--- config.mk ---
export PLATFORM = sky130hd
export DESIGN_NAME = arb_mux_reg_flat
export DESIGN_NICKNAME = d
export VERILOG_FILES = /design/src/rtl/arb_mux_reg_if.sv /design/src/rtl/arb_mux_reg.sv /design/src/flat_wrapper.sv
export SDC_FILE = /design/constraint.sdc
export NUM_CORES = 1
export LEC_CHECK = 0
export BUFFER_PORTS_ARGS = -buffer_cell sky130_fd_sc_hd__buf_4
export CORE_MARGIN = 3
export CORE_UTILIZATION = 39
export CTS_BUF_LIST = sky130_fd_sc_hd__clkbuf_4 sky130_fd_sc_hd__clkbuf_8 sky130_fd_sc_hd__clkbuf_16
export DETAILED_ROUTE_END_ITERATION = 6
export PLACE_DENSITY = 0.83
export RECOVER_POWER = 50
export REMOVE_ABC_BUFFERS = 1
export SETUP_SLACK_MARGIN = 0.5
export SLEW_MARGIN = 25
export SYNTH_ARGS = -nofsm -noshare
export SYNTH_HDL_FRONTEND = slang
export SYNTH_SLANG_ARGS = --single-unit
export TNS_END_PERCENT = 1
--- constraint.sdc ---
create_clock -name clk -period 2.6 [get_ports clk]
set_input_delay 0.26 -clock clk [delete_from_list [all_inputs] [get_ports clk]]
set_output_delay 0.26 -clock clk [all_outputs]
set_load 0.01 [all_outputs]
--- src/rtl/arb_mux_reg_if.sv ---
// Channel-side and consumer-side bundle for arb_mux_reg.
// The slave modport is the arbiter's view; master is the producer/consumer environment.
interface arb_mux_reg_if #(
    parameter int WIDTH = 32,
    parameter int NCH   = 4
);
    localparam int SELW = (NCH > 1) ? $clog2(NCH) : 1;

    logic [NCH*WIDTH-1:0] in_data;
    logic [NCH-1:0]       in_valid;
    logic [NCH-1:0]       in_ready;
    logic [WIDTH-1:0]     out_data;
    logic [SELW-1:0]      out_ch;
    logic                 out_valid;
    logic                 out_ready;

    modport master (
        output in_data, in_valid, out_ready,
        input  in_ready, out_data, out_ch, out_valid
    );

    modport slave (
        input  in_data, in_valid, out_ready,
        output in_ready, out_data, out_ch, out_valid
    );
endinterface

--- src/rtl/arb_mux_reg.sv ---
// N-channel arbitrating selector feeding one registered valid/ready output stage.
// Handshake: a transfer happens on any edge where valid && ready; the output register reloads whenever it is empty or being drained.
module arb_mux_reg #(
    parameter int WIDTH = 32,
    parameter int NCH   = 4,
    parameter int MODE  = 0
) (
    input logic clk,
    input logic rst_n,
    arb_mux_reg_if.slave bus
);
    localparam int SELW = (NCH > 1) ? $clog2(NCH) : 1;

    logic [SELW-1:0]  last_q;
    logic [SELW-1:0]  win;
    logic [WIDTH-1:0] sel_data;
    logic [NCH-1:0]   grant;
    logic [WIDTH-1:0] data_q;
    logic [SELW-1:0]  ch_q;
    logic             valid_q;
    logic             load_en;
    logic             any_req;

    assign load_en = !valid_q || bus.out_ready;
    assign any_req = |bus.in_valid;

    // Scan in reverse preference order so the most preferred requester is written last.
    always_comb begin : pick
        int             idx;
        logic [NCH-1:0] vshift;
        win    = '0;
        idx    = 0;
        vshift = '0;
        if (MODE == 1) begin
            for (int i = NCH - 1; i >= 0; i--) begin
                vshift = bus.in_valid >> i;
                if (vshift[0]) win = SELW'(i);
            end
        end else begin
            for (int k = NCH; k >= 1; k--) begin
                idx = int'(last_q) + k;
                if (idx >= NCH) idx = idx - NCH;
                vshift = bus.in_valid >> idx;
                if (vshift[0]) win = SELW'(idx);
            end
        end
    end

    always_comb begin
        sel_data = '0;
        for (int i = 0; i < NCH; i++) begin
            if (win == SELW'(i)) sel_data = bus.in_data[i*WIDTH +: WIDTH];
        end
    end

    always_comb begin
        grant = '0;
        for (int i = 0; i < NCH; i++) begin
            grant[i] = load_en && any_req && (win == SELW'(i));
        end
    end

    // Grants are forced low while reset is held, independent of register state.
    assign bus.in_ready = grant & {NCH{rst_n}};

    always_ff @(posedge clk or negedge rst_n) begin
        if (!rst_n) begin
            valid_q <= 1'b0;
            data_q  <= '0;
            ch_q    <= '0;
            last_q  <= SELW'(NCH - 1);
        end else if (load_en) begin
            valid_q <= any_req;
            if (any_req) begin
                data_q <= sel_data;
                ch_q   <= win;
                if (MODE == 0) last_q <= win;
            end
        end
    end

    assign bus.out_data  = data_q;
    assign bus.out_ch    = ch_q;
    assign bus.out_valid = valid_q;
endmodule
--- src/flat_wrapper.sv ---
// flat-port wrapper written by rule: the top's interface ports become plain ports
module arb_mux_reg_flat 
#(
    parameter int WIDTH = 32,
    parameter int NCH   = 4,
    parameter int MODE  = 0
)
  (clk, rst_n, bus_in_data, bus_in_valid, bus_out_ready, bus_in_ready, bus_out_data, bus_out_ch, bus_out_valid);
  arb_mux_reg_if #(.WIDTH(WIDTH), .NCH(NCH)) bus_i ();
  input logic clk;
  input logic rst_n;
  input wire logic [$bits(bus_i.in_data)-1:0] bus_in_data;
  input wire logic [$bits(bus_i.in_valid)-1:0] bus_in_valid;
  input wire logic [$bits(bus_i.out_ready)-1:0] bus_out_ready;
  output wire logic [$bits(bus_i.in_ready)-1:0] bus_in_ready;
  output wire logic [$bits(bus_i.out_data)-1:0] bus_out_data;
  output wire logic [$bits(bus_i.out_ch)-1:0] bus_out_ch;
  output wire logic [$bits(bus_i.out_valid)-1:0] bus_out_valid;
  assign bus_i.in_data = bus_in_data;
  assign bus_i.in_valid = bus_in_valid;
  assign bus_i.out_ready = bus_out_ready;
  assign bus_in_ready = bus_i.in_ready;
  assign bus_out_data = bus_i.out_data;
  assign bus_out_ch = bus_i.out_ch;
  assign bus_out_valid = bus_i.out_valid;
  arb_mux_reg #(.WIDTH(WIDTH), .NCH(NCH), .MODE(MODE)) u_core (.clk(clk), .rst_n(rst_n), .bus(bus_i));
endmodule
==> impl_metrics.ini <==
[timing]
slew_viol_final = 0
layout_min_cycle_time_ns = 2.71
slew_headroom = 0.392
fin_worst_skew_ns = 0.0101
max_clock_freq_ghz = 0.369
setup_ws_ns = -0.107
worst_hold_slack_ns = 0.264
period_share = 1.04
tightest_slew_ns = 0.912
rsz0062_at_grt = true
hold_violations = 0
finalSetupViolations = 6

[yosys]
netlist-cell-type-count = 35
syn_inst = 281
syn_area_per_cell_um2 = 9.80
synth-seq-cells = 37
synthesis.area_um2 = 2750
seq_area_frac_synth = 0.337
yosysWarningCount = 0

[worst_hold_path]
whs_path_depth = 4
whs_endpoint = u_core.bus.out_valid
hp-class = in -> reg
hold_start = bus_out_ready

[power_and_ir_drop]
ir_drop_mv = 0.835
cellInternalPower_mw = 3.56
pwr-share-clk = 0.094
swShare = 0.460
p_comb_frac = 0.749
leakage_nw = 2.12
pwr-share-seq = 0.157
power_density_nw_per_um2 = 1470
net-switching-power_mw = 3.04

[detailed_routing]
drtPass1Iterations = 4
drt_iter0_drc = 146
routed_via_density = 5.70
num_vias = 3145
wire_per_inst_um = 19.3
ant_nets = 0
drt-total-wl_um = 10600
drc = 0

[clock_network]
worstSkewPairLatency_ns = 0.30
clock_sinks = 37
cts.clk_slew.worst_paths_ns = 0.08
cts_made_buffers = 5
cts_max_level = 2
cts_root_buf = clkbuf_8
cts_buffer_depth = 2
cts_tree = built

[grt]
antenna_found_initial = 0
grt_usage = 0.252
grt_pass1_wl_um = 16700
grt_max_degree = 66
grt_pass1_vias = 3331
overflow = 0

[setup_path]
critPathMaxFanout = 7
r2r_slack_ns = 0
r2r-start = u_core.last_q[0]
setup.worst_path.class = reg -> out
worstRegToRegCells = 8
cp_data_arrival_time_ns = 2.45
critPathTopFamily = compound AO/OA/AOI/OAI gates
end_kind = output port
regToRegEndpoint = u_core.bus.out_data[20]
worst-path-stages = 7
cpPeakStageDelay_ns = 0.56
cp.required_ns = 2.34
start_kind = flop
crit_chain = buf_6, mux2_4, a222oi_1, a221oi_2, o22a_4, nor3_2, buf_4
timing.critical_path.buf_inv = 2
slowest_stage = dfstp_2

[final_layout]
area_growth_syn_to_layout_pct = 63.5
layout-drive-gt1-share = 0.499
nNetsFinal = 596
finalInstanceArea_um2 = 4500
diodes = 0
finalCoreUtilization = 0.682
fin_cells = 552

[die]
io_pins = 174
core_area_um2 = 6600
die-area_um2 = 8100
num_rows = 29
start_util = 0.417
die_w_um = 90.0
die_h_um = 90.0

[placed_design]
dp_cells = 531
gp_congestion = 0.888
dpl_cell_area_um2 = 4130
port_buffers = 173
hpwl_um = 7180
pre_cts_slack_ns = -0.122

[outcome]
status = complete, but fails checks
violations = setup timing

[job]
max_cap_violations = 0
-- logic make-up after synthesis --
| family | Yosys count | synth area share |
|---|---|---|
| flops | 37 | 0.337 |
| compound gates | 113 | 0.347 |
| buf+inv | 37 | 0.0850 |
| fa+ha+maj | 3 | 0.0136 |
| mux | 37 | 0.137 |
| simple gates | 54 | 0.0800 |
-- cell type report --
type	instances	area, µm²
Timing Repair Buffer	202	1510
Multi-Input combinational cell	208	1790
Fill cell	558	2100
Sequential cell	37	928
Clock buffer	5	68.8
Inverter	4	15.0
Tap cell	93	116
Clock inverter	3	68.8
-- what timing repair did --
item | CTS | global route
hold endpoints to repair | 35 | 0
resized for setup | 18 | 17
setup buffers | 10 | 0
cloned | 1 | 0
endpoints found under the setup margin | 40 | 40
pin swaps | 11 | 15
hold buffers | 2 | 0
-- synthesized netlist by cell type (all sizes together) --
| library cell | number | area [µm²] |
|---|---|---|
| a21boi | 1 | 7.51 |
| a21o | 33 | 248 |
| a21oi | 4 | 20.0 |
| a221oi | 1 | 8.76 |
| a222oi | 1 | 10.0 |
| a22oi | 1 | 7.51 |
| a2bb2oi | 1 | 15.0 |
| and2 | 1 | 8.76 |
| buf | 13 | 144 |
| clkbuf | 20 | 75.1 |
| dfrtp | 35 | 876 |
| dfstp | 2 | 52.6 |
| ha | 3 | 37.5 |
| inv | 4 | 15.0 |
| mux2 | 2 | 26.3 |
| mux2i | 35 | 350 |
| nand2 | 43 | 161 |
| nand2b | 1 | 6.26 |
| nor2 | 3 | 11.3 |
| nor3 | 4 | 20.0 |
| nor4 | 1 | 6.26 |
| o2111ai | 32 | 280 |
| o21ai | 1 | 5.00 |
| o221a | 1 | 11.3 |
| o221ai | 1 | 26.3 |
| o22a | 1 | 8.76 |
| o22ai | 2 | 12.5 |
| o2bb2ai | 1 | 15.0 |
| o311ai | 32 | 280 |
| or2 | 1 | 6.26 |
-- sequential cells by signal, indices dropped and copies added, names as in the netlist --
name	cells
u_core.bus.out_valid	1
u_core.bus.out_data	32
u_core.bus.out_ch	2
u_core.last_q	2
-- worst register-to-register path, delay by kind of cell, from the launching register on --
family	cells	cell delay [ns]
buffers and inverters	3	0.45
AO/OA/AOI/OAI	4	1.15
multiplexers	1	0.34
flip-flops	1	0.56
-- worst max path at each step --
stage | endpoint | slack (ns) | from
2_1_floorplan | bus_in_ready[1] | -0.90 | u_core.last_q[0]
3_3_place_gp | u_core.bus.out_data[20] | 0.05 | u_core.last_q[1]
3_5_place_dp | u_core.bus.out_data[17] | -0.12 | u_core.last_q[0]
4_1_cts | bus_in_ready[0] | 0.01 | u_core.last_q[0]
5_1_grt | bus_in_ready[3] | -0.19 | u_core.last_q[0]
6_report | bus_in_ready[1] | -0.11 | u_core.last_q[0]
-- cell usage in the layout (no fill, tap or decap), drive strengths merged, types with 3 or more instances in the layout --
cell	count
clkbuf	24
nor3	4
inv	5
ha	3
o2111ai	32
nor2	3
mux2i	35
a21o	33
o311ai	32
a21oi	4
dfrtp	35
nand2	43
buf	182
-- per-layer routing --
layer	GRT usage	vias up	share of wire
met5	0	-	0
met4	0.0842	0	0.018
met3	0.0526	18	0.072
met2	0.452	144	0.52
met1	0.298	1500	0.39
li1	-	1483	-
-- power by group through the flow --
| stage | registers [mW] | clock network [mW] | logic (mW) |
|---|---|---|---|
| after CTS | 1.04 | 0.625 | 4.76 |
| after global placement | 1.03 | 0 | 4.12 |
| after detailed placement | 1.04 | 0 | 4.25 |
| after global routing | 1.07 | 0.648 | 5.24 |
| final | 1.04 | 0.623 | 4.94 |
| after floorplan | 1.19 | 0 | 2.38 |
-- per-stage QoR --
stage / power (mW) / setup TNS, ns
detailed placement: 5.29 / -1.42
global placement: 5.15 / 0
finish: 6.60 / -0.257
global route: 6.96 / -1.50
floorplan: 3.57 / -33.12
CTS: 6.42 / 0
Power figures use the tool's default switching activity.
